--- src/rtl/router_pkg.sv ---
// Shared constants for the router packet path: default sizing and header field layout.
// Header byte: addr in the low ADDR_W bits, length in the remaining upper bits.
package router_pkg;
  localparam int DEF_DATA_W   = 8;
  localparam int DEF_DEPTH    = 16;
  localparam int ADDR_W       = 2;
  localparam int LEN_LSB      = ADDR_W;
  localparam int PKT_OVERHEAD = 2;
endpackage

--- src/rtl/router_pkt_len_ctr.sv ---
// Packet length down-counter: load on header, decrement per byte, flag the byte that ends a packet.
// Zero-latency done flag (combinational); state updates on the clock edge.
module router_pkt_len_ctr #(
  parameter int W = 7
) (
  input  logic         clock,
  input  logic         resetn,
  input  logic         clear,
  input  logic         load,
  input  logic [W-1:0] load_val,
  input  logic         dec,
  output logic         done
);

  logic [W-1:0] cnt;

  // A load always wins: a header mid-packet restarts the count.
  assign done = dec && !load && !clear && (cnt == W'(1));

  always_ff @(posedge clock or negedge resetn) begin
    if (!resetn) begin
      cnt <= '0;
    end else if (clear) begin
      cnt <= '0;
    end else if (load) begin
      cnt <= load_val;
    end else if (dec && (cnt != '0)) begin
      cnt <= cnt - W'(1);
    end
  end

endmodule

--- src/rtl/router_pkt_fifo.sv ---
// Router packet FIFO storing {header flag, byte}; tracks complete packets held and flags packet ends on read.
// Registered read data (1-cycle); full rejects writes unless a read frees a slot, empty rejects reads.
module router_pkt_fifo
  import router_pkg::*;
#(
  parameter int DATA_W    = DEF_DATA_W,
  parameter int DEPTH     = DEF_DEPTH,
  parameter int AFULL_LVL = DEPTH - 2,
  localparam int PTR_W    = $clog2(DEPTH),
  localparam int CNT_W    = PTR_W + 1
) (
  input  logic              clock,
  input  logic              resetn,
  input  logic              soft_reset,
  input  logic              write_enb,
  input  logic              read_enb,
  input  logic              lfd_state,
  input  logic [DATA_W-1:0] data_in,
  output logic [DATA_W-1:0] data_out,
  output logic              empty,
  output logic              full,
  output logic              almost_full,
  output logic [CNT_W-1:0]  count,
  output logic [CNT_W-1:0]  pkt_count,
  output logic              pkt_last,
  output logic              overflow,
  output logic              underflow
);

  localparam int LEN_W = DATA_W - LEN_LSB + 1;

  logic [DATA_W:0]   mem [DEPTH];
  logic [PTR_W-1:0]  wr_ptr;
  logic [PTR_W-1:0]  rd_ptr;
  logic [DATA_W:0]   rd_entry;
  logic              wr_acc;
  logic              rd_acc;
  logic              wr_done;
  logic              rd_done;
  logic              pkt_inc;
  logic              pkt_dec;
  logic [LEN_W-1:0]  wr_len_val;
  logic [LEN_W-1:0]  rd_len_val;

  assign empty       = (count == '0);
  assign full        = (count == CNT_W'(DEPTH));
  assign almost_full = (count >= CNT_W'(AFULL_LVL));

  // When full, a same-cycle read frees the slot the write lands in.
  assign wr_acc   = write_enb && (!full || read_enb);
  assign rd_acc   = read_enb && !empty;
  assign rd_entry = mem[rd_ptr];

  assign wr_len_val = LEN_W'(data_in[DATA_W-1:LEN_LSB]) + LEN_W'(PKT_OVERHEAD - 1);
  assign rd_len_val = LEN_W'(rd_entry[DATA_W-1:LEN_LSB]) + LEN_W'(PKT_OVERHEAD - 1);

  router_pkt_len_ctr #(.W(LEN_W)) u_wr_len (
    .clock    (clock),
    .resetn   (resetn),
    .clear    (soft_reset),
    .load     (wr_acc && lfd_state),
    .load_val (wr_len_val),
    .dec      (wr_acc && !lfd_state),
    .done     (wr_done)
  );

  router_pkt_len_ctr #(.W(LEN_W)) u_rd_len (
    .clock    (clock),
    .resetn   (resetn),
    .clear    (soft_reset),
    .load     (rd_acc && rd_entry[DATA_W]),
    .load_val (rd_len_val),
    .dec      (rd_acc && !rd_entry[DATA_W]),
    .done     (rd_done)
  );

  assign pkt_inc = wr_done;
  assign pkt_dec = rd_done && (pkt_count != '0);

  always_ff @(posedge clock) begin
    if (wr_acc && !soft_reset) begin
      mem[wr_ptr] <= {lfd_state, data_in};
    end
  end

  always_ff @(posedge clock or negedge resetn) begin
    if (!resetn) begin
      wr_ptr    <= '0;
      rd_ptr    <= '0;
      count     <= '0;
      pkt_count <= '0;
      data_out  <= '0;
      pkt_last  <= 1'b0;
      overflow  <= 1'b0;
      underflow <= 1'b0;
    end else if (soft_reset) begin
      wr_ptr    <= '0;
      rd_ptr    <= '0;
      count     <= '0;
      pkt_count <= '0;
      data_out  <= '0;
      pkt_last  <= 1'b0;
      overflow  <= 1'b0;
      underflow <= 1'b0;
    end else begin
      overflow  <= write_enb && !wr_acc;
      // A write into an empty FIFO absorbs the same-cycle read request.
      underflow <= read_enb && empty && !wr_acc;
      pkt_last  <= rd_done;

      if (wr_acc) begin
        wr_ptr <= wr_ptr + PTR_W'(1);
      end
      if (rd_acc) begin
        rd_ptr   <= rd_ptr + PTR_W'(1);
        data_out <= rd_entry[DATA_W-1:0];
      end

      case ({wr_acc, rd_acc})
        2'b10:   count <= count + CNT_W'(1);
        2'b01:   count <= count - CNT_W'(1);
        default: count <= count;
      endcase

      case ({pkt_inc, pkt_dec})
        2'b10:   pkt_count <= pkt_count + CNT_W'(1);
        2'b01:   pkt_count <= pkt_count - CNT_W'(1);
        default: pkt_count <= pkt_count;
      endcase
    end
  end

endmodule

--- config.mk ---
export PLATFORM = sky130hd
export DESIGN_NAME = router_pkt_fifo
export DESIGN_NICKNAME = d
export VERILOG_FILES = /design/src/rtl/router_pkg.sv /design/src/rtl/router_pkt_len_ctr.sv /design/src/rtl/router_pkt_fifo.sv
export SDC_FILE = /design/constraint.sdc
export NUM_CORES = 1
export LEC_CHECK = 0
export ABC_AREA = 0
export BUFFER_PORTS_ARGS = -buffer_cell sky130_fd_sc_hd__buf_2
export CORE_MARGIN = 1
export CORE_UTILIZATION = 34
export CTS_BUF_LIST = sky130_fd_sc_hd__clkbuf_16
export CTS_CLUSTER_SIZE = 30
export DETAILED_ROUTE_END_ITERATION = 10
export PLACE_DENSITY_LB_ADDON = 0.12
export SYNTH_ARGS = -nofsm -noshare
export SYNTH_HDL_FRONTEND = slang
export SYNTH_SLANG_ARGS = --single-unit
--- constraint.sdc ---
create_clock -name clock -period 3.1 [get_ports clock]
set_input_delay 0.62 -clock clock [delete_from_list [all_inputs] [get_ports clock]]
set_output_delay 0.62 -clock clock [all_outputs]
set_load 0.005 [all_outputs]
==> flow_metrics.py, run 1 <==
metrics = {
    "routing": {
        "drtPass1Iterations": 4,
        "ant_nets": 0,
        "via_count": 4924,
        "viasPerCell": 5.004,
        "drtIter0Drc": 323,
        "wl_per_cell_um": 19.32,
        "drc_errors": 0,
        "routed_wl_um": 19010,
    },
    "setup_path": {
        "r2r_cells": 14,
        "worstPathRequired_ns": 3.42,
        "path_class": "flop to flop",
        "start_kind": "flop",
        "critical_path_arrival_ns": 3.21,
        "cp-end-kind": "flop",
        "r2r_slack_ns": 0.21,
        "timing.rr.end": "pkt_count[4]",
        "r2r-start": "u_rd_len.cnt[2]",
        "path_max_fanout": 2,
        "crit_slowest_cell": "or3_1",
        "path_cells": "or3_1 > or3_1 > nor3_2 > and2_4 > nand2b_1 > fa_1 > nor2b_1 > o21ai_1 > nand2b_1 > buf_4 > nor2_2 > a21boi_2 > xor2_1 > nor2_1",
        "critPathMaxStageDelay_ns": 0.41,
    },
    "power_and_ir_drop": {
        "fin_total_pwr_w": 0.007442,
        "p_per_area_nw_per_um2": 758.7,
        "power.leakage_nw": 3.652,
        "ir_drop_uv": 379.1,
    },
    "timing": {
        "fmax_ghz": 0.3461,
        "fin_crit_ns": 2.889,
        "rsz0062_at_grt": "no",
        "finClkSkew_ns": 0.008235,
        "post-route-period-util_pct": 93.20,
        "hold_viol": 0,
        "slew_headroom_pct": 32.12,
        "hold_ws_ns": 0.3607,
        "report.final.slew_viol_count": 0,
        "setup_viol": 0,
        "worstMarginPinSlew_ns": 1.018,
    },
    "clocking": {
        "tritoncts": "yes",
        "cts_setup_buffers": 0,
        "h-tree-depth": 4,
        "clock_latency_ns": 0.43,
        "ctsLongestPathBuffers": 2,
        "holdBufCountCts": 0,
        "clk_pin_slew_worst_paths_ns": 0.07,
        "clockRootBuffer": "clkbuf_16",
        "numCtsBuffers": 17,
        "clkSinkCount": 187,
    },
    "cells_and_area": {
        "layout-area-overhead-vs-synth_pct": 17.00,
        "fin_nets": 682,
        "layout-drive-gt1-share_pct": 23.79,
        "antennaDiodeCount": 0,
    },
    "logic_synthesis": {
        "ys_dominant_reg_cell": "edfxtp_1",
        "netlist_top_cells_area": "edfxtp_1 52%, dfrtp_1 13%, mux4_2 5.4%",
        "netlist.top_cell.by_area": "edfxtp_1",
        "async_flop_share_pct": 22.99,
        "synth_area_um2": 8384,
        "synth_edf_count": 144,
        "yosysSeqAreaShare_pct": 64.41,
        "netlist_top_cells_count": "144 x edfxtp_1, 44 x nand2_1, 43 x dfrtp_1",
        "synth_seq_cells": 187,
        "synth_fp_nets": 602,
        "synthDistinctLibCells": 59,
        "yosysWarningCount": 0,
        "syn_inst": 567,
        "netlist.area_leader.share_pct": 51.57,
        "post-synth-top-count-cell": "edfxtp_1",
        "syn_avg_cell_area_um2": 14.79,
    },
    "die": {
        "io_pins": 38,
        "initial_core_util_pct": 34.58,
        "row_count": 57,
        "die_x_um": 159.0,
        "die_height_um": 159.0,
        "dieArea_um2": 25290,
        "design.core.area_um2": 24250,
    },
    "min_path": {
        "hold_class": "primary input to asynchronous set/reset pin",
    },
    "grt": {
        "track_usage_pct": 15.90,
        "grt_pass1_wl_um": 30080,
        "grt_pass1_vias": 5165,
        "overflow": 0,
        "antenna_found_initial": 0,
        "grt_max_degree": 44,
    },
    "placed_design": {
        "dp_hpwl_um": 12990,
        "gp_congestion": 0.7939,
        "io_buffers": 37,
    },
    "run": {
        "max_cap_viol_count": 0,
    },
    "status": {
        "status": "finished, final reports clean",
    },
}
==> flip-flops by register name (all words and copies together), names as in the netlist <==
name / cells
rd_ptr: 4
u_rd_len.cnt: 7
data_out: 8
underflow: 1
pkt_last: 1
u_wr_len.cnt: 7
pkt_count: 5
count: 5
wr_ptr: 4
overflow: 1
mem: 144
==> layer usage <==
| metal | global-route usage, % | vias up | part of all wire (%) |
|---|---|---|---|
| li1 | - | 2309 | - |
| met1 | 21.06 | 2521 | 46 |
| met2 | 26.93 | 81 | 51 |
| met3 | 3.334 | 13 | 2.8 |
| met4 | 3.409 | 0 | 0.88 |
| met5 | 0 | - | 0 |
==> cell usage in the layout (no fill, tap or decap), drive strengths merged, types with 7 or more instances in the layout <==
| cell | instances |
|---|---|
| nor3 | 16 |
| xor2 | 8 |
| ha | 19 |
| clkbuf | 17 |
| a21oi | 21 |
| edfxtp | 144 |
| nand2 | 45 |
| xnor2 | 16 |
| a22oi | 7 |
| o21ai | 20 |
| buf | 83 |
| mux2i | 19 |
| nor2b | 7 |
| inv | 33 |
| mux4 | 31 |
| nor2 | 39 |
| nand3 | 21 |
| dfrtp | 43 |
==> logic make-up (layout without fill, tap and decap cells) <==
group | Yosys count | in the layout | synth area share [%]
and+or+nand+nor | 150 | 150 | 8.581
adders and majority gates | 21 | 21 | 3.313
xor gates and xnor gates | 24 | 24 | 2.597
buffers and inverters | 48 | 141 | 3.164
muxes | 50 | 50 | 11.13
AOI/OAI and AO/OA | 87 | 87 | 6.805
DFF | 187 | 187 | 64.41
==> where the power goes <==
part | switching, W | internal [W]
Combinational | 0.00117 | 0.000958
Sequential | 0.000146 | 0.00287
Clock | 0.00100 | 0.00130
==> repair_timing <==
action                                  4_1_cts  5_1_grt
gates resized for setup                       2        8
endpoints found under the setup margin        1        1
pin swaps                                     0        1
==> how the worst max path moves through the flow <==
| stage | start | endpoint | slack, ns |
|---|---|---|---|
| finish | u_rd_len.cnt[2] | pkt_count[4] | 0.21 |
| global route | rd_ptr[1] | pkt_count[4] | 0.02 |
| CTS | rd_ptr[0] | pkt_count[4] | 0.03 |
| detailed placement | rd_ptr[1] | pkt_count[4] | -0.02 |
| global placement | rd_ptr[1] | pkt_count[4] | 0.01 |
| floorplan | rd_ptr[0] | pkt_count[4] | 0.006 |
==> final cells by class <==
cell class	count	area, um^2
timing repair buffer	83	530.5
multi-input combinational	332	2744
fill	2293	14440
sequential	187	5403
inverter	26	97.59
clock buffer	17	425.4
clock inverter	15	203.9
tap	324	405.4
==> stage by stage <==
stage               util (%)  setup WS, ns  TNS (ns)  instance area (um^2)  std cells
floorplan                  -      0.005715         0                  8384        567
global placement       37.75       0.01243         0                  9154        952
CTS                    40.38       0.02805         0                  9792        984
global route           40.45       0.01733         0                  9809        984
finish                 40.45        0.2109         0                  9809        984
detailed placement     37.75      -0.02073  -0.02073                  9154        952
==> worst max-delay path, delay by kind of cell, from the launching register on <==
family                   cells  cell delay (ns)
AO/OA/AOI/OAI                2             0.20
buffers and inverters        1             0.11
XOR/XNOR                     1             0.15
flip-flops                   1             0.38
AND/OR/NAND/NOR              9             1.54
adder cells (fa/ha/maj)      1             0.40
(Power assumes the default switching activity.)
==> run 2: changes to the inputs <==
CORE_UTILIZATION = 47   (was 34)
==> flow_metrics.py, run 2 (synthesis results as in run 1) <==
metrics = {
    "setup_path": {
        "path_class": "flop to flop",
        "worstPathRequired_ns": 3.41,
        "critical_path_arrival_ns": 3.20,
        "cp-startpoint": "u_rd_len.cnt[3]",
        "worstSetupEndpoint": "pkt_count[4]",
        "r2r-start": "u_rd_len.cnt[3]",
        "cp_common_cell": "nand2b_1",
        "timing.rr.end": "pkt_count[4]",
        "cp-end-kind": "flop",
        "path_max_fanout": 5,
        "start_kind": "flop",
        "r2r_slack_ns": 0.21,
        "path_cells": "or3_1 > or3_4 > nor3_2 > and2_4 > nand2b_1 > fa_2 > nor2b_1 > o21ai_1 > nand2b_1 > o211ai_1 > a21boi_2 > xor2_1 > nor2_1",
        "crit_slowest_cell": "dfrtp_1",
        "r2r_cells": 13,
        "critPathMaxStageDelay_ns": 0.42,
    },
    "clocking": {
        "holdBufCountCts": 0,
        "clockRootBuffer": "clkbuf_16",
        "numCtsBuffers": 17,
        "clock_latency_ns": 0.42,
        "h-tree-depth": 4,
        "clkSinkCount": 187,
        "clk_pin_slew_worst_paths_ns": 0.07,
        "tritoncts": "yes",
        "ctsLongestPathBuffers": 2,
    },
    "timing": {
        "hold_viol": 0,
        "setup-tns-final_ns": 0,
        "slew_headroom_pct": 51.19,
        "hold_ws_ns": 0.1941,
        "finClkSkew_ns": 0.007955,
        "worstMarginPinSlew_ns": 0.7287,
        "fmax_ghz": 0.3465,
        "setup_viol": 0,
        "fin_crit_ns": 2.886,
        "report.final.slew_viol_count": 0,
        "post-route-period-util_pct": 93.10,
        "worst_slack_ns": 0.2139,
    },
    "die": {
        "dieArea_um2": 18380,
        "die_x_um": 135.6,
        "io_pins": 38,
        "die_height_um": 135.6,
        "initial_core_util_pct": 48.31,
        "design.core.area_um2": 17360,
        "row_count": 48,
    },
    "cells_and_area": {
        "antennaDiodeCount": 0,
        "ff_latch_area_um2": 5403,
        "largest_reg_flops": 144,
        "fin_nets": 677,
        "largestRegisters": "mem: 144 flops, data_out: 8 flops",
        "layout-drive-gt1-share_pct": 22.97,
        "fin_cells": 878,
        "fillCellCount": 1376,
        "layout_common_cells": "144 x edfxtp_1, 44 x nand2_1, 41 x dfrtp_1",
        "final_common_cell": "edfxtp_1",
        "regMostFlops": "mem",
        "multi_input_area_um2": 2761,
        "layout-area-overhead-vs-synth_pct": 15.12,
        "final_core_util_pct": 55.61,
    },
    "routing": {
        "wl_per_cell_um": 20.54,
        "viasPerCell": 5.698,
        "drc_errors": 0,
        "routed_wl_um": 18040,
        "drtIter0Drc": 397,
        "ant_nets": 0,
        "via_count": 5003,
        "drtPass1Iterations": 7,
    },
    "grt": {
        "antenna_found_initial": 0,
        "track_usage_pct": 21.24,
        "grt_pass1_wl_um": 28230,
        "grt_pass1_vias": 5076,
        "overflow": 0,
        "grt_max_degree": 42,
    },
    "placed_design": {
        "gp_congestion": 0.8426,
        "post-place-cells": 846,
        "dp_hpwl_um": 11980,
        "dp_slack_ns": -0.1462,
        "io_buffers": 37,
    },
    "status": {
        "status": "finished, final reports clean",
    },
    "power_and_ir_drop": {
        "p_per_area_nw_per_um2": 757.3,
        "power.leakage_nw": 3.615,
        "ir_drop_uv": 534.2,
    },
    "min_path": {
        "hold_class": "primary input to asynchronous set/reset pin",
    },
    "run": {
        "max_cap_viol_count": 0,
    },
}
[run 2: metrics by stage]
step,total power (W),area [um^2]
after floorplan,0.004567,8384
after global placement,0.005114,8990
after detailed placement,0.005138,8990
after CTS,0.007300,9583
after global routing,0.007703,9652
final,0.007309,9652
[run 2: repair_timing]
| item | in CTS | in global routing |
|---|---|---|
| gates resized for setup | 4 | 8 |
| endpoints found under the setup margin | 1 | 3 |
| setup buffers | 0 | 1 |
| gates cloned | 0 | 1 |
| endpoints found under the hold margin | 0 | 0 |
| pin swaps | 0 | 3 |
[run 2: layout make-up]
| type | count | area share (%) |
|---|---|---|
| multi-input combinational | 332 | 28.61 |
| tap | 225 | 2.917 |
| inverter | 26 | 1.011 |
| clock inverter | 13 | 1.582 |
| timing repair buffer | 78 | 5.497 |
| sequential | 187 | 55.98 |
| clock buffer | 17 | 4.408 |
[run 2: per-layer routing]
layer  track usage, %  up-vias  share of wire, %
li1                 -     2299                 -
met1            28.42     2555                45
met2            35.43      135                50
met3            4.527       14               4.1
met4            4.994        0              0.70
met5                0        -                 0
[run 2: how the worst min path moves through the flow]
stage / depth (start not counted) / slack (ns) / endpoint
after global placement: 1 / 0.49 / u_rd_len.cnt[4]
after detailed placement: 1 / 0.50 / u_rd_len.cnt[4]
after global routing: 1 / 0.22 / data_out[7]
after floorplan: 0 / 0.32 / count[0]
final: 1 / 0.19 / data_out[4]
after CTS: 1 / 0.21 / wr_ptr[0]
[run 2: worst max-delay path: cells and delay by family (launching register included)]
kind,cells,cell delay [ns]
flip-flops,1,0.42
adder cells (fa/ha/maj),1,0.35
AO/OA/AOI/OAI,3,0.34
AND/OR/NAND/NOR,8,1.49
XOR/XNOR,1,0.16
[run 2: power breakdown]
| part | internal (W) | total, W | switching (W) |
|---|---|---|---|
| clock | 0.00125 | 0.00216 | 0.000904 |
| sequential | 0.00287 | 0.00302 | 0.000152 |
| combinational | 0.000987 | 0.00213 | 0.00114 |
| total | 0.00511 | 0.00731 | 0.00220 |
